--- src/rtl/tdm_mux_demux.sv ---
// tdm_mux_demux: N-channel time-division link.
// Mux side: picks one channel word (fixed select or round-robin) into a
// registered tagged bus with a valid/ready handshake.
// Demux side: steers a tagged rx word into its per-channel output register
// with a one-cycle strobe, counting words whose tag has no channel.
module tdm_mux_demux #(
    parameter int WIDTH    = 8,
    parameter int CHANNELS = 4,
    parameter int SEL_W    = 2
) (
    input  logic                        clk,
    input  logic                        rst_n,
    input  logic                        mode,
    input  logic [SEL_W-1:0]            sel,
    input  logic [CHANNELS*WIDTH-1:0]   in_data,
    input  logic [CHANNELS-1:0]         in_valid,
    output logic [CHANNELS-1:0]         in_ack,
    output logic [WIDTH-1:0]            bus_data,
    output logic [SEL_W-1:0]            bus_ch,
    output logic                        bus_valid,
    input  logic                        bus_ready,
    input  logic [WIDTH-1:0]            rx_data,
    input  logic [SEL_W-1:0]            rx_ch,
    input  logic                        rx_valid,
    output logic [CHANNELS*WIDTH-1:0]   out_data,
    output logic [CHANNELS-1:0]         out_strobe,
    output logic [7:0]                  drop_cnt
);

    logic [WIDTH-1:0]          bus_data_q,   bus_data_d;
    logic [SEL_W-1:0]          bus_ch_q,     bus_ch_d;
    logic                      bus_valid_q,  bus_valid_d;
    logic [SEL_W-1:0]          rr_ptr_q,     rr_ptr_d;
    logic [CHANNELS*WIDTH-1:0] out_data_q,   out_data_d;
    logic [CHANNELS-1:0]       out_strobe_q, out_strobe_d;
    logic [7:0]                drop_cnt_q,   drop_cnt_d;

    logic                      can_load;
    logic                      found;
    logic                      load;
    logic [SEL_W-1:0]          win;
    logic [WIDTH-1:0]          win_data;
    logic                      rx_hit;

    // Saturating 8-bit increment for the drop counter.
    function automatic logic [7:0] sat_inc(input logic [7:0] v);
        return (v == 8'hFF) ? v : v + 8'd1;
    endfunction

    // Arbitration: find the winning channel for this cycle (fixed or round-robin).
    always_comb begin
        int idx;
        found    = 1'b0;
        win      = '0;
        win_data = '0;
        idx      = 0;
        if (!mode) begin
            // An out-of-range sel matches no k, so it never loads.
            for (int k = 0; k < CHANNELS; k++) begin
                if (int'(sel) == k && in_valid[k]) begin
                    found    = 1'b1;
                    win      = SEL_W'(k);
                    win_data = in_data[k*WIDTH +: WIDTH];
                end
            end
        end else begin
            // Scan starting at rr_ptr with wrap-around; first hit wins.
            for (int i = 0; i < CHANNELS; i++) begin
                idx = int'(rr_ptr_q) + i;
                if (idx >= CHANNELS) idx = idx - CHANNELS;
                if (!found && in_valid[idx]) begin
                    found    = 1'b1;
                    win      = SEL_W'(idx);
                    win_data = in_data[idx*WIDTH +: WIDTH];
                end
            end
        end
    end

    // Handshake and bus next-state: load, accept-only, or stall.
    always_comb begin
        int nxt;
        can_load    = !bus_valid_q || bus_ready;
        // Gating with rst_n keeps in_ack low while reset is held.
        load        = rst_n && can_load && found;
        bus_data_d  = bus_data_q;
        bus_ch_d    = bus_ch_q;
        bus_valid_d = bus_valid_q;
        rr_ptr_d    = rr_ptr_q;
        nxt         = 0;
        for (int k = 0; k < CHANNELS; k++) begin
            in_ack[k] = load && (int'(win) == k);
        end
        if (load) begin
            bus_data_d  = win_data;
            bus_ch_d    = win;
            bus_valid_d = 1'b1;
            if (mode) begin
                nxt = int'(win) + 1;
                if (nxt >= CHANNELS) nxt = 0;
                rr_ptr_d = SEL_W'(nxt);
            end
        end else if (bus_ready) begin
            bus_valid_d = 1'b0;
        end
    end

    // Demux next-state: write the addressed channel or count a drop.
    always_comb begin
        out_data_d   = out_data_q;
        out_strobe_d = '0;
        drop_cnt_d   = drop_cnt_q;
        rx_hit       = 1'b0;
        for (int k = 0; k < CHANNELS; k++) begin
            if (rx_valid && int'(rx_ch) == k) begin
                rx_hit                       = 1'b1;
                out_data_d[k*WIDTH +: WIDTH] = rx_data;
                out_strobe_d[k]              = 1'b1;
            end
        end
        if (rx_valid && !rx_hit) begin
            drop_cnt_d = sat_inc(drop_cnt_q);
        end
    end

    // State registers with asynchronous active-low reset.
    always_ff @(posedge clk or negedge rst_n) begin
        if (!rst_n) begin
            bus_data_q   <= '0;
            bus_ch_q     <= '0;
            bus_valid_q  <= 1'b0;
            rr_ptr_q     <= '0;
            out_data_q   <= '0;
            out_strobe_q <= '0;
            drop_cnt_q   <= '0;
        end else begin
            bus_data_q   <= bus_data_d;
            bus_ch_q     <= bus_ch_d;
            bus_valid_q  <= bus_valid_d;
            rr_ptr_q     <= rr_ptr_d;
            out_data_q   <= out_data_d;
            out_strobe_q <= out_strobe_d;
            drop_cnt_q   <= drop_cnt_d;
        end
    end

    assign bus_data   = bus_data_q;
    assign bus_ch     = bus_ch_q;
    assign bus_valid  = bus_valid_q;
    assign out_data   = out_data_q;
    assign out_strobe = out_strobe_q;
    assign drop_cnt   = drop_cnt_q;

endmodule

--- config.mk ---
export PLATFORM = sky130hd
export DESIGN_NAME = tdm_mux_demux
export DESIGN_NICKNAME = d
export VERILOG_FILES = /design/src/rtl/tdm_mux_demux.sv
export SDC_FILE = /design/constraint.sdc
export NUM_CORES = 1
export LEC_CHECK = 0
export BUFFER_PORTS_ARGS = -buffer_cell sky130_fd_sc_hd__buf_2
export CORE_MARGIN = 2
export CORE_UTILIZATION = 25
export DETAILED_ROUTE_END_ITERATION = 8
export PLACE_DENSITY = 0.44
export SYNTH_ARGS = -nofsm -noshare
export SYNTH_HDL_FRONTEND = slang
export SYNTH_SLANG_ARGS = --single-unit
--- constraint.sdc ---
create_clock -name clk -period 6.06 [get_ports clk]
set_input_delay 0.606 -clock clk [delete_from_list [all_inputs] [get_ports clk]]
set_output_delay 0.606 -clock clk [all_outputs]
set_load 0.05 [all_outputs]
=== Yosys cells after proc, flatten, opt, wreduce, memory -nomap -nowiden ===
Index checks and enable logic that the tools add are counted.

* Memories kept: 0
* Register bits: 57
* RAM bits: 0
* Bits of input ports: 53
* Logic and storage cells: 132
* Bits in latches: 0
* Memory bits (read-only): 0

* Reductions and logical operators: 30
* Divide/modulo/power cells: 0
* Mux-type cells: 59
* Bitwise gates (word level): 1
* Add/subtract/negate cells: 9
* Shift operators: 4
* Magnitude comparators: 9
* Multiply operators: 0
* Eq/ne operators: 10

{| class="wikitable"
|+ Operators with widths
! cell !! count
|-
| 32-bit 2-to-1 mux || 8
|-
| 32-bit by 4-bit < comparator with 1-bit output, second input constant || 4
|-
| 32-bit by 32-bit variable part select with 8-bit output || 4
|-
| 8-bit 2-to-1 mux || 9
|-
| 1-bit 2-to-1 mux || 30
|-
| 1-bit logical AND || 18
|-
| 2-bit 2-to-1 mux || 8
|-
| 2-bit == test, second input constant || 6
|-
| 3-bit greater-or-equal comparator, second input constant || 4
|-
| 3-bit by 3-bit subtractor with 4-bit output, second input constant || 3
|-
| 8-bit by 1-bit adder with 8-bit output, second input constant || 1
|-
| 1-bit binary-select mux with 2-bit select || 4
|-
| 8-bit == test, second input constant || 1
|-
| 2-bit by 1-bit adder with 3-bit output, second input constant || 2
|-
| 2-bit by 2-bit adder with 3-bit output, second input constant || 2
|-
| 2-bit by 1-bit == test with 1-bit output, second input constant || 3
|-
| 2-bit logical NOT || 3
|-
| 1-bit logical NOT || 5
|-
| 2-bit AND reduction || 2
|-
| 2-bit by 3-bit subtractor with 4-bit output, second input constant || 1
|-
| 2-bit by 3-bit greater-or-equal comparator with 1-bit output, second input constant || 1
|-
| 2-bit nonzero test || 1
|-
| 1-bit logical OR || 1
|-
| 1-bit NOT || 1
|}

=== Longest topological paths before layout ===
* Word-level depth: 23
* Mapped depth: 15
* Mapped depth without buffers: 10

=== Worst setup path before layout ===
No wires, ideal clock.

* Path kind: reg2out
* From: register rr_ptr_q[1]
* To: output port in_ack[1]
* Path buffers: 5
* Slack: 1.914 ns
* Arrival time: 3.540 ns
* Required time: 5.454 ns
* Stages on the path, launching flop included: 15
* Cells stage by stage: dfrtp_1 -> buf_6 -> clkbuf_1 -> clkbuf_1 -> inv_1 -> ha_1 -> buf_2 -> clkbuf_4 -> mux2_2 -> a22oi_1 -> o21ai_0 -> a221oi_1 -> or2_1 -> ha_1 -> and2_1

* Word-level cells in the longest chain between the ends: 22

{| class="wikitable"
|+ RTL lines
! item !! line !! RTL
|-
| from (decl) || 33 || <nowiki>logic [SEL_W-1:0] rr_ptr_q, rr_ptr_d;</nowiki>
|-
| from (signal assigned) || 140 || <nowiki>rr_ptr_q <= rr_ptr_d;</nowiki>
|-
| 2-bit by 3-bit subtractor with 4-bit output or 2-bit by 3-bit greater-or-equal comparator with 1-bit output (tied branches) || 70 || <nowiki>if (idx >= CHANNELS) idx = idx - CHANNELS;</nowiki>
|-
| 32-bit 2-to-1 mux || 70 ||
|-
| 32-bit 2-to-1 mux || 57 || <nowiki>if (!mode) begin</nowiki>
|-
| 1-bit binary-select mux with 2-bit select || 71 || <nowiki>if (!found && in_valid[idx]) begin</nowiki>
|-
| 1-bit 2-to-1 mux (not written as such) (2 in series) || 71 ||
|-
| 1-bit 2-to-1 mux || 71 ||
|-
| 1-bit 2-to-1 mux || 57 ||
|-
| 1-bit logical NOT || 71 ||
|-
| [... 5 more ...] || - ||
|-
| 1-bit 2-to-1 mux || 71 ||
|-
| 1-bit 2-to-1 mux || 57 ||
|-
| 1-bit logical NOT || 71 ||
|-
| 1-bit logical AND || 71 ||
|-
| 2-bit 2-to-1 mux or 1-bit 2-to-1 mux (tied branches) || 71 ||
|-
| 2-bit 2-to-1 mux or 1-bit 2-to-1 mux (tied branches) || 57 ||
|-
| 2-bit == test or 1-bit logical AND (tied branches) || 92, 85 ||
|-
| 1-bit logical AND (*) || 92 || <nowiki>in_ack[k] = load && (int'(win) == k);</nowiki>
|-
| to (decl) || 17 || <nowiki>output logic [CHANNELS-1:0] in_ack,</nowiki>
|}

Mark *: on every way between the ends. The rest lies on a longest branch, timed or not. The select of a mux whose other input is x is not followed.

=== Final worst setup path ===
* From: register rr_ptr_q[0]
* To: output port in_ack[3]

* Word-level cells in the longest chain between the ends: 22

{| class="wikitable"
|+ RTL lines
! item !! line !! RTL
|-
| 2-bit by 3-bit subtractor with 4-bit output or 2-bit by 3-bit greater-or-equal comparator with 1-bit output (tied branches) || 70 ||
|-
| 32-bit 2-to-1 mux || 70 ||
|-
| 32-bit 2-to-1 mux || 57 ||
|-
| 1-bit binary-select mux with 2-bit select || 71 ||
|-
| 1-bit 2-to-1 mux (not written as such) (2 in series) || 71 ||
|-
| 1-bit 2-to-1 mux || 71 ||
|-
| 1-bit 2-to-1 mux || 57 ||
|-
| 1-bit logical NOT || 71 ||
|-
| [... 6 more ...] || - ||
|-
| 1-bit 2-to-1 mux || 57 ||
|-
| 1-bit logical NOT || 71 ||
|-
| 1-bit logical AND || 71 ||
|-
| 2-bit 2-to-1 mux (*) || 71 ||
|-
| 2-bit 2-to-1 mux (*) || 57 ||
|-
| named net win[1] || 41 || <nowiki>logic [SEL_W-1:0] win;</nowiki>
|-
| 2-bit by 1-bit == test with 1-bit output (*) || 92 ||
|-
| 1-bit logical AND (*) || 92 ||
|}

The timed path passes the listed nets; every way through them passes the cells marked *. The select of a mux whose other input is x is not followed.

==> results.yml <==
run_status:
  status: "completed"
cells_and_area:
  n_antenna_cell: 0
  drive_above_1_share: 0.450
  mostFrequentLayoutCells: "111 x buf_2, 60 x nand2_1, 56 x dfrtp_1"
  final_common_cell: "buf_2"
  fin_util: 0.317
  fin_area_sq_um: 4980
  area_delta_synth_final_pct: 24.9
  final_nets: 524
detailed_routing:
  wire_per_inst_microns: 17.4
  drtAntennaViolNets: 0
  dr.pass1.iters: 5
  routed_via_density: 4.96
  first_iter_violations: 263
  wl_mm: 11.9
  vias: 3395
  drc: 0
flow_run:
  maxCapViolations: 0
critical_path:
  path_cells: "buf_4 -> mux4_2 -> o21ai_0 -> o211ai_1 -> a221oi_1 -> nor2_1 -> ha_1 -> and2_1 -> buf_2"
  arrival_ns: 3.53
  reg2reg_from: "rr_ptr_q[0]"
  critPathSlowestCell: "mux4_2"
  worstSetupPathType: "flip-flop to output pin"
  worstPathMaxFanout: 51
  crit_path_max_incr_delay_ns: 0.82
  startpoint: "rr_ptr_q[0]"
  crit_path_end_kind: "output pin"
  startpoint_type: "flip-flop"
  worstPathRequired_ns: 5.45
logic_synthesis:
  async_reset_ff_frac: 1.00
  ys_seq_area_frac: 0.358
  syn_area_per_cell_sq_um: 10.7
  synthFlopType: "dfrtp_1"
  synthCells: 373
  synthDistinctLibCells: 38
  synth_nets: 433
  synth-edff-count: 0
  synth_warnings: 0
  netlist_area_sq_um: 3990
  synth-seq-cells: 57
timing:
  rsz0062_at_grt: "no"
  finalSetupTns_ns: 0
  finalCriticalPeriod_ns: 4.14
  maxSlewHeadroom: 0.358
  hold_viol: 0
  finalClockSkew_ns: 0.00682
  worst_pin_slew_ns: 0.962
  clock.fmax_mhz: 242
  report.final.slew_viol_count: 0
  setup_violations: 0
  period_share: 0.683
clocking:
  root_buffer: "clkbuf_16"
  cts_buffer_depth: 2
  cts_setup_buffers: 0
  clk_pin_slew_ns: 0.05
  insertion_delay_ns: 0.32
  cts.sinks: 57
  numCtsBuffers: 9
  hold_buffers: 0
  post_cts_resize_count: 0
  cts_htree_levels: 3
  cts_tree: "yes"
place:
  dp_hpwl_mm: 8.55
  port_buffers: 111
  gp_congestion: 0.850
  placed_area_sq_um: 4650
global_route:
  first_global_vias: 3353
  grt_max_degree: 59
  grt_overflow_total: 0
  antenna_found_initial: 0
  grt_usage: 0.143
  grt_pass1_wl_mm: 18.8
die:
  ioPinCount: 112
  die_y_microns: 130
  die_w_microns: 130
  dieArea_sq_um: 17000
  rows: 46
  core_sq_um: 15700
  initial_core_util: 0.254
power_and_ir_drop:
  p_leak_nw: 2.25
  max-vdd-ir-drop_v: 0.000169
  powerDensity_nw_per_um2: 493
worst_hold_path:
  hold_path_class: "flip-flop to flip-flop"
  holdCritStartpoint: "drop_cnt[1]"
## worst max-delay path: cells and delay by family, from the launching register on
kind / cells / cell delay [ns]
AND/OR/NAND/NOR: 2 / 0.26
flip-flops: 1 / 0.35
adder cells (fa/ha/maj): 1 / 0.24
AO/OA/AOI/OAI: 3 / 0.75
buffers and inverters: 2 / 0.77
multiplexers: 1 / 0.82
## per-stage QoR
step	total power, mW	instances	hold WS (ns)	setup slack (ns)
finish	2.45	685	0.367	1.92
global route	2.61	685	0.386	1.67
detailed placement	1.92	669	0.360	2.23
global placement	1.90	669	0.363	2.30
floorplan	1.66	373	0.310	1.91
CTS	2.48	685	0.372	1.86
## cells in the mapped netlist, types with 4 or more instances
library cell   n  area, sq um
mux4_2        26          586
a221oi_1       9         78.8
buf_2         11         55.1
a21oi_1       19         95.1
inv_1          4         15.0
clkbuf_1      15         56.3
a22oi_1       17          128
nand2_1       60          225
nand2b_1       7         43.8
nor2_1         5         18.8
nand3_1        4         20.0
o211ai_1       9         67.6
mux2i_1        8         80.1
or2_2         10         62.6
o31ai_1       17          128
ha_1           7         87.6
o21ai_0       13         65.1
buf_6          4         45.0
dfrtp_1       57         1430
and2_1         5         31.3
mux2_2        40          450
## power breakdown
part | internal (mW) | switching, mW
clock | 0.380 | 0.170
sequential | 0.461 | 0.0406
combinational | 0.547 | 0.855
total | 1.39 | 1.07
## final cells by class
cell class / instances / area, sq um
fillers: 1642 / 10700
multi-input cells: 274 / 2340
flip-flops and latches: 57 / 1430
repair buffers: 115 / 586
well taps: 216 / 270
clock buffers: 11 / 253
clock inverters: 5 / 77.6
inverters: 7 / 26.3
## sequential cells by signal (all words and copies together), names as in the netlist
| name | count |
|---|---|
| drop_cnt | 8 |
| bus_data | 8 |
| out_strobe | 4 |
| out_data | 32 |
| bus_valid | 1 |
| rr_ptr_q | 2 |
| bus_ch | 2 |
## per-layer routing
| layer | global-route usage | up-vias | share of wire |
|---|---|---|---|
| met5 | 0 | - | 0 |
| met4 | 0.0506 | 0 | 0.011 |
| met3 | 0.0344 | 10 | 0.072 |
| met2 | 0.218 | 138 | 0.45 |
| met1 | 0.198 | 1667 | 0.47 |
| li1 | - | 1580 | - |
## logic make-up (layout without fill, tap and decap cells)
group,after synthesis,in the layout,synth area share
muxes,75,75,0.286
adders and majority gates,7,7,0.0220
DFF,57,57,0.358
buffers and inverters,42,138,0.0571
and+or+nand+nor,103,103,0.122
AOI/OAI and AO/OA,89,89,0.155
## final timing paths
kind	endpoint	cells after the start	slack (ns)
setup / recovery	in_ack[3]	9	1.92
hold / removal	drop_cnt[1]	0	0.37
setup reg to reg	rr_ptr_q[0]	9	2.81
hold reg to reg	drop_cnt[1]	0	0.37
max in group asynchronous	rr_ptr_q[0]	2	5.10
min in group asynchronous	drop_cnt[4]	2	0.43
(Power assumes the default switching activity.)
